[config.mk]
export PLATFORM = sky130hd
export DESIGN_NAME = ras_circ
export DESIGN_NICKNAME = d
export VERILOG_FILES = /design/src/rtl/ras_circ.sv
export SDC_FILE = /design/constraint.sdc
export NUM_CORES = 1
export LEC_CHECK = 0
export BUFFER_PORTS_ARGS = -buffer_cell sky130_fd_sc_hd__buf_2
export CORE_MARGIN = 1.5
export CORE_UTILIZATION = 50
export DETAILED_ROUTE_END_ITERATION = 12
export GPL_ROUTABILITY_DRIVEN = 0
export PLACE_DENSITY = 0.75
export SLEW_MARGIN = 20
export SYNTH_ARGS = -nofsm -noshare
export SYNTH_HDL_FRONTEND = slang
export SYNTH_SLANG_ARGS = --single-unit
[constraint.sdc]
create_clock -name clk -period 5.8 [get_ports clk]
set_input_delay 0.58 -clock clk [delete_from_list [all_inputs] [get_ports clk]]
set_output_delay 0.58 -clock clk [all_outputs]
set_load 0.05 [all_outputs]
[src/rtl/ras_circ.sv]
`default_nettype none
// =============================================================================
// ras_circ - circular return-address stack with overwrite-on-overflow and
//            pointer/occupancy checkpoint restore.               Rev 1.0
// =============================================================================
module ras_circ #(
   parameter int XLEN  = 32,
   parameter int DEPTH = 16,
   parameter int PTR_W = $clog2(DEPTH)
) (
   input  logic             clk,
   input  logic             reset,
   input  logic             push,
   input  logic             pop,
   input  logic [XLEN-1:0]  push_addr,
   input  logic             restore,
   input  logic [PTR_W-1:0] restore_tos,
   input  logic [PTR_W:0]   restore_cnt,
   output logic [XLEN-1:0]  top_addr,
   output logic             top_valid,
   output logic [PTR_W-1:0] ckpt_tos,
   output logic [PTR_W:0]   ckpt_cnt,
   output logic             overflow,
   output logic             underflow
);

   localparam logic [PTR_W:0] C_FULL_CNT = (PTR_W+1)'(DEPTH);

   logic [XLEN-1:0]  mem_q [DEPTH];
   logic [PTR_W-1:0] tos_q, tos_d;
   logic [PTR_W:0]   cnt_q, cnt_d;
   logic             overflow_q, overflow_d;
   logic             underflow_q, underflow_d;

   logic             nonempty;
   logic [PTR_W-1:0] tos_m1;
   logic             wr_en;
   logic [PTR_W-1:0] wr_idx;

   assign nonempty = (cnt_q != '0);
   assign tos_m1   = tos_q - PTR_W'(1);

   always_comb begin
      tos_d       = tos_q;
      cnt_d       = cnt_q;
      overflow_d  = 1'b0;
      underflow_d = 1'b0;
      wr_en       = 1'b0;
      wr_idx      = tos_q;
      if (restore) begin
         tos_d = restore_tos;
         cnt_d = (restore_cnt > C_FULL_CNT) ? C_FULL_CNT : restore_cnt;
      end else if (push && pop && nonempty) begin
         wr_en  = 1'b1;
         wr_idx = tos_m1;
      end else if (push) begin
         // An empty-stack push+pop falls through here as a plain push.
         wr_en = 1'b1;
         tos_d = tos_q + PTR_W'(1);
         if (cnt_q < C_FULL_CNT) begin
            cnt_d = cnt_q + (PTR_W+1)'(1);
         end else begin
            overflow_d = 1'b1;
         end
      end else if (pop) begin
         if (nonempty) begin
            tos_d = tos_m1;
            cnt_d = cnt_q - (PTR_W+1)'(1);
         end else begin
            underflow_d = 1'b1;
         end
      end
   end

   always_ff @(posedge clk) begin
      if (reset) begin
         tos_q       <= '0;
         cnt_q       <= '0;
         overflow_q  <= 1'b0;
         underflow_q <= 1'b0;
      end else begin
         tos_q       <= tos_d;
         cnt_q       <= cnt_d;
         overflow_q  <= overflow_d;
         underflow_q <= underflow_d;
      end
   end

   // Storage is deliberately left out of reset; only the pointers matter.
   always_ff @(posedge clk) begin
      if (!reset && wr_en) begin
         mem_q[wr_idx] <= push_addr;
      end
   end

   assign top_addr  = nonempty ? mem_q[tos_m1] : '0;
   assign top_valid = nonempty;
   assign ckpt_tos  = tos_q;
   assign ckpt_cnt  = cnt_q;
   assign overflow  = overflow_q;
   assign underflow = underflow_q;

endmodule
`default_nettype wire

======== Yosys cells after proc, flatten, opt, wreduce, memory -nomap -nowiden ========
Memories as Yosys holds them, arrays and structs flattened.
Index checks and enable logic that the tools add are counted.
word-level totals
  output and inout port bits .............. 44
  memory bits (writable) .................. 512
  bits in registers ....................... 11
  memories ................................ 1
  word-level logic and storage cells ...... 48
  input port bits ......................... 46
cells by class
  $lt $le $gt $ge ......................... 2
  equal/unequal tests ..................... 2
  reduce and logical (&&, ||, !) cells .... 11
  bitwise logic cells ..................... 2
  $add $sub $neg .......................... 4
  multiplexer cells ....................... 22
memories
  memory  words  bits a word  read ports  clocked after memory_dff  wr ports  line  source
  mem_q   16     32           1           0                         1         29    logic [XLEN-1:0] mem_q [DEPTH];
operator list
  kind                                                   number
  two-way mux 5 bit                                      7
  two-way mux 32 bit                                     1
  two-way mux 4 bit                                      7
  two-way mux 1 bit                                      7
  nonzero test 3 bit                                     2
  adder 5 x 1 -> 5 bit (second input constant)           1
  greater-than comparator 5 bit (second input constant)  1
  < comparator 5 bit (second input constant)             1
  nonzero test 5 bit                                     1
  OR reduction 5 bit                                     1
  subtractor 5 x 1 -> 5 bit (second input constant)      1
  adder 4 x 1 -> 4 bit (second input constant)           1
  AND reduction 4 bit                                    1
  OR reduction 4 bit                                     1
  subtractor 4 x 1 -> 4 bit (second input constant)      1
  logical AND 1 bit                                      3
  != test 3 x 1 -> 1 bit (second input constant)         1
  AND reduction 3 bit                                    1
  != test 2 bit (second input constant)                  1
  inverter 1 bit                                         2
  zero test 1 bit                                        1

======== Longest topological paths before layout ========
Gate-level depths: netlist of the first run.
  depth in word-level cells ............... 7
  depth in mapped cells ................... 10
  mapped depth without buffers ............ 6

======== Worst setup path before layout of the first run ========
OpenSTA, ideal clock, no wires.
  kind .................................... register to register
  from .................................... register tos_q[0] (netlist: ckpt_tos[0])
  to ...................................... memory mem_q[0][0], enable pin
  cell stages (with the launch flop) ...... 11
  data arrival time ....................... 5.035 ns
  setup time .............................. 0.470 ns
  path slack .............................. 0.295 ns
  cell sequence ........................... dfxtp_1 > buf_2 > buf_4 > inv_1 > ha_1 > buf_2 > buf_2 > clkbuf_1 > o211ai_1 > a2bb2oi_1 > a211oi_1
on the way
  longest elaborated chain between the ends .. 3
ends and longest elaborated chain
  element                    line  source
  start: declaration         30    logic [PTR_W-1:0] tos_q, tos_d;
  start signal: assignment   82    tos_q <= tos_d;
  subtractor 4 x 1 -> 4 bit  41    assign tos_m1 = tos_q - PTR_W'(1);
  two-way mux 4 bit          53    end else if (push && pop && nonempty) begin
  two-way mux 4 bit *        50    if (restore) begin
  end: declaration           29
Every way passes the cells marked *; elsewhere a longest branch is shown, timed or not.

======== Worst setup path in the final report of the first run ========
  from .................................... register tos_q[1] (netlist: ckpt_tos[1])
  to ...................................... output top_addr[1]
on the way
  longest elaborated chain between the ends .. 3
ends and longest elaborated chain
  element                    line  source
  subtractor 4 x 1 -> 4 bit  41
  memory read (16 x 32 bit)  n/a
  two-way mux 32 bit         96    assign top_addr = nonempty ? mem_q[tos_m1] : '0;
  end: declaration           19    output logic [XLEN-1:0] top_addr,
No other way between the ends.

==> results of run 1 <==
[area by class of cell]
type                       count  area [µm²]
clock buffer                  67        1360
antenna                        1        2.50
tap                          532         666
inverter                       9        33.8
multi-input combinational    375        5000
sequential                   523       15600
fill                        2900       17200
timing repair buffer         117         672
clock inverter                28         270
[how the worst max path moves through the flow]
stage | slack, ns | cells after the start | from | end
after floorplan | 0.29 | 10 | ckpt_tos[0]$_SDFFE_PP0P_ | mem_q[0][0]$_DFFE_PP_
after global placement | 2.07 | 6 | push | mem_q[13][23]$_DFFE_PP_
after detailed placement | 1.99 | 6 | push | mem_q[13][25]$_DFFE_PP_
after CTS | 1.48 | 6 | ckpt_tos[0]$_SDFFE_PP0P_ | top_addr[24]
after global routing | 1.28 | 6 | ckpt_tos[0]$_SDFFE_PP0P_ | top_addr[24]
final | 1.51 | 7 | ckpt_tos[1]$_SDFFE_PP0P_ | top_addr[1]
[cell usage in the layout, fill, tap and decap left out, types with 3 or more instances in the layout]
cell type,n
mux2i_1,69
clkinv_1,12
buf_4,26
clkbuf_1,15
a21oi_4,3
a21oi_1,4
buf_2,89
a21o_1,3
nor3_2,3
edfxtp_1,512
a211oi_4,9
a211oi_1,8
nor3_1,10
mux4_2,128
inv_1,9
nand3b_1,3
clkbuf_16,52
or4_1,3
ha_1,4
nand2b_1,5
nor2_1,12
nor3b_1,4
clkinv_2,7
o22ai_1,38
nand2_1,10
a311oi_1,3
bufinv_16,3
dfxtp_1,10
a2111oi_0,3
[routing by layer]
layer  share of wire  track usage  vias up
li1                -            -     4334
met1            0.42        0.296     5438
met2            0.50        0.354      353
met3           0.062       0.0359       62
met4           0.017       0.0468        0
met5               0            0        -
[tightest hold or removal path, stage by stage]
cell     delay, ns
buf_2         0.08
nand3_1       0.07
o21ai_0       0.07
[report_power, final]
group / total, mW / internal, mW / switching [mW]
clock network: 3.17 / 1.80 / 1.38
registers: 4.22 / 4.19 / 0.0328
logic: 1.77 / 0.586 / 1.19
[registers in the layout (all words and copies together) (netlist names)]
signal,count
mem_q,512
ckpt_cnt,5
overflow,1
underflow,1
ckpt_tos,4
[logic make-up (layout without fill, tap and decap cells)]
logic type,after synthesis,after routing,synth area share
mux,197,197,0.173
other cells,0,1,0
flops,523,523,0.753
simple gates,72,72,0.0199
xor+xnor,5,5,0.00302
fa+ha+maj,6,6,0.00399
compound gates,95,95,0.0330
buf+inv,66,221,0.0146
==> qor.yml, run 1 <==
status: "finished clean"
ys_seq_area_frac: 0.753
drc: 0
yosys.area.top_type: "edfxtp_1"
syn_area_per_cell_um2: 21.5
critPathTopFamily: "buffers and inverters"
synth_most_common_cell: "edfxtp_1"
setup_viol: 0
clk_latency_ns: 0.58
worst_ep_arrival_time_ns: 3.71
rr_startpoint: "ckpt_tos[1]$_SDFFE_PP0P_"
synth.yosys.warnings: 0
finalInstanceArea_um2: 23600
postRouteAntennaNets: 0
fp-row-count: 74
p_leak_nw: 7.52
post_cts_buffers: 0
finClkSkew_ns: 0.0182
dp_cells: 1556
worst_hold_path_type: "input pin to register"
die-area_um2: 42700
ir_worst_vdd_uv: 254
cts_hold_buffers: 0
grt_antenna_before_repair: 1
holdPathStages: 3
dr.pass1.iters: 5
synthCells: 964
cp_slowest_cell: "ha_4"
yosys_register_bits: 523
reg2reg_to: "mem_q[13][19]$_DFFE_PP_"
synthesis.area_um2: 20700
cts_root_buf: "clkbuf_16"
post-place-ws_ns: 1.99
numCtsBuffers: 52
placed_area_um2: 22000
critPathLaunchType: "register"
vias: 10200
fin_util: 0.578
required_ns: 5.22
cts_max_level: 2
final_cells: 1652
cts.sinks: 523
period_needed_ns: 4.29
path_max_fanout: 54
drt_iter0_markers: 1019
drt_wl_total_um: 43500
ys.flop_type: "edfxtp_1"
slew_viol_final: 0
cp-end-kind: "output pin"
grt_setup_unrepaired: "no"
mappedNetlistNets: 1016
synth-async-reset-ratio: 0
grt_overflow_total: 0
yosys-top-cells-area: "edfxtp_1 (74%), mux4_2 (14%), mux2i_1 (3.3%)"
p_total_mw: 9.17
vias_per_cell: 6.17
fin_hold_ws_ns: 0.253
setup_slack_ns: 1.51
drive_gt1_frac: 0.306
nets: 1130
grt_max_degree: 58
worst_slew_pin_slew_ns: 1.09
netlist.area_leader.share: 0.742
fmax_ghz: 0.233
ioPinCount: 90
die_h_um: 207
clk_path_buf_depth: 3
min_from: "restore_cnt[0]"
max_stage_delay_ns: 0.81
r2r_setup_slack_ns: 2.20
totalNegativeSetupSlack_ns: 0
dpl.hpwl_um: 22800
wl_per_cell_um: 26.3
die_x_um: 207
path_buf_inv: 3
ys_top_cells_by_count: "edfxtp_1 (512), mux4_2 (128), mux2i_1 (69), o22ai_1 (38)"
maxCapViolations: 0
core-area_um2: 40800
grt_pass1_wl_um: 65900
max-slew-margin-rel: 0.269
start_util: 0.507
first_global_vias: 10400
crit_chain: "inv_1 > ha_4 > buf_4 > mux4_2 > mux2i_1 > o22ai_1 > buf_2"
path_clk_slew_ns: 0.06
post_cts_resized: 0
synth_cell_types: 60
finalCritPeriodShare: 0.739
pwr_density_cell_nw_per_um2: 388
portBuffers: 89
min_to: "ckpt_cnt[0]$_SDFFE_PP0P_"
synth_edf_count: 512
synthToLayoutAreaGrowth_pct: 14.0
hold_violations: 0
grtUsageTotal: 0.212
reg2regPathDepth: 6
crit_type: "register to output pin"
cts_tree: "done"
Note: power is estimated with default switching activity, not from simulation.
==> run 2, diff against run 1 <==
clock period = 4.4 ns   (was 5.8 ns; I/O delays follow)
==> run 2 against run 1 <==
  * Final cell count hardly changed
  * Worst hold slack worse by 0.14 ns
  * Clock skew is 0.0040 ns lower
  * Core utilization is 0.23 points higher
  * Critical path depth is 1 higher
  * Sequential share of layout area is 0.26 points lower
  * Via count is 1.3% lower
  * Critical path type unchanged
  * Critical endpoint is now top_addr[9]
==> qor.yml, run 2 (synthesis results as in run 1) <==
die_h_um: 207  # unchanged
hold_violations: 0  # unchanged
worst_hold_path_type: "input pin to register"  # unchanged
drive_gt1_frac: 0.315  # was 0.306
path_max_fanout: 48  # was 54
placed_area_um2: 22100  # was 22000 µm²
clk_path_buf_depth: 3  # unchanged
ir_worst_vdd_uv: 427  # was 254 µV
dr.pass1.iters: 5  # unchanged
dpl.hpwl_um: 23300  # was 22800 µm
nets: 1134  # was 1130
vias_per_cell: 6.09  # was 6.17
layout_common_cells: "edfxtp_1 (512), mux4_2 (128), buf_2 (89)"  # unchanged
core-area_um2: 40800  # unchanged
grt_setup_unrepaired: "no"  # unchanged
worst_slew_pin_slew_ns: 1.06  # was 1.09 ns
synthToLayoutAreaGrowth_pct: 14.4  # was 14.0%
critPathLaunchType: "register"  # unchanged
slew_viol_final: 0  # unchanged
max-slew-margin-rel: 0.275  # was 0.269
crit_type: "register to output pin"  # unchanged
drt_wl_total_um: 42800  # was 43500 µm
top_register: "mem_q"  # unchanged
drt_iter0_markers: 942  # was 1019
die_x_um: 207  # unchanged
setup_viol: 0  # unchanged
portBuffers: 89  # unchanged
cts_hold_buffers: 0  # unchanged
finalInstanceArea_um2: 23700  # was 23600 µm²
maxCapViolations: 0  # unchanged
cp-end-kind: "output pin"  # unchanged
numCtsBuffers: 50  # was 52
largest_reg_flops: 512  # unchanged
status: "finished clean"  # unchanged
cts_max_level: 2  # unchanged
cts_tree: "done"  # unchanged
cts_root_buf: "clkbuf_16"  # unchanged
post_cts_buffers: 0  # unchanged
grt_overflow_total: 0  # unchanged
ioPinCount: 90  # unchanged
path_clk_slew_ns: 0.07  # was 0.06 ns
postRouteAntennaNets: 0  # unchanged
grt_pass1_wl_um: 64400  # was 65900 µm
cts.sinks: 523  # unchanged
wl_per_cell_um: 25.9  # was 26.3 µm
drc: 0  # unchanged
start_util: 0.507  # unchanged
first_global_vias: 10500  # was 10.4k
finalCritPeriodShare: 0.900
fmax_ghz: 0.252
grt_antenna_before_repair: 0  # was 1
fill_cells: 2914  # was 2900
worst_ep_arrival_time_ns: 3.52  # was 3.71 ns
p_leak_nw: 7.58  # was 7.52 nW
pwr_density_cell_nw_per_um2: 511  # was 388 nW/µm²
die-area_um2: 42700  # unchanged
period_needed_ns: 3.96
finClkSkew_ns: 0.0142  # was 0.0182 ns
grtUsageTotal: 0.207  # was 0.212
fp-row-count: 74  # unchanged
final_common_cell: "edfxtp_1"  # unchanged
required_ns: 3.96  # was 5.22 ns
grt_max_degree: 96  # was 58
clk_latency_ns: 0.59  # was 0.58 ns
p_total_mw: 12.1  # was 9.17 mW
vias: 10100  # was 10.2k
n_antenna_cell: 0  # was 1
run 2: cell type report:
| type | instances | area, µm² | share of cell area |
|---|---|---|---|
| Inverter | 9 | 33.8 | 0.00143 |
| Timing Repair Buffer | 123 | 776 | 0.0327 |
| Sequential cell | 523 | 15600 | 0.658 |
| Multi-Input combinational cell | 375 | 5020 | 0.212 |
| Tap cell | 532 | 666 | 0.0281 |
| Clock inverter | 27 | 284 | 0.0120 |
| Clock buffer | 62 | 1320 | 0.0556 |
run 2: final timing paths:
check	endpoint	from	cells after the start	slack, ns
worst max-delay path	top_addr[9]	ckpt_tos[0]$_SDFFE_PP0P_	8	0.44
worst min-delay path	ckpt_cnt[0]$_SDFFE_PP0P_	restore_cnt[0]	3	0.12
worst max register to register	mem_q[11][12]$_DFFE_PP_	ckpt_cnt[4]$_SDFFE_PP0P_	5	1.02
worst min register to register	ckpt_cnt[0]$_SDFFE_PP0P_	ckpt_cnt[0]$_SDFFE_PP0P_	2	0.69
run 2: routing by layer:
layer  wire length, µm  track usage  up-vias
met5                 0            0        -
met4               998       0.0688        0
met3              2410       0.0287       72
met2             21800        0.348      331
met1             17600        0.281     5305
li1                  -            -     4351
run 2: power by group:
part           switching, mW  internal, mW
Clock                   1.79          2.42
Combinational           1.55         0.793
Sequential            0.0430          5.52
Total                   3.38          8.74
run 2: what timing repair did:
action / in CTS / in global routing
setup endpoints to repair: 0 / 11
resized for setup: 0 / 1
hold endpoints to repair: 0 / 0
run 2: through the flow:
| step | util | hold WS [ns] | instances | TNS, ns | worst slack [ns] |
|---|---|---|---|---|---|
| finish | 0.580 | 0.117 | 1651 | 0 | 0.438 |
| global route | 0.580 | 0.116 | 1651 | 0 | 0.247 |
| detailed placement | 0.540 | 0.688 | 1561 | 0 | 0.711 |
| global placement | 0.540 | 0.677 | 1561 | 0 | 0.729 |
| CTS | 0.580 | 0.0955 | 1650 | 0 | 0.0370 |
| floorplan | - | 0.539 | 964 | -136.61 | -1.11 |
run 2: critical path: stages (launching register included):
cell and delay [ns]:
dfxtp_4 0.40, buf_16 0.31, inv_1 0.22, ha_4 0.54
buf_4 0.43, mux4_2 0.38, mux2i_1 0.19, o22ai_1 0.14
buf_2 0.29
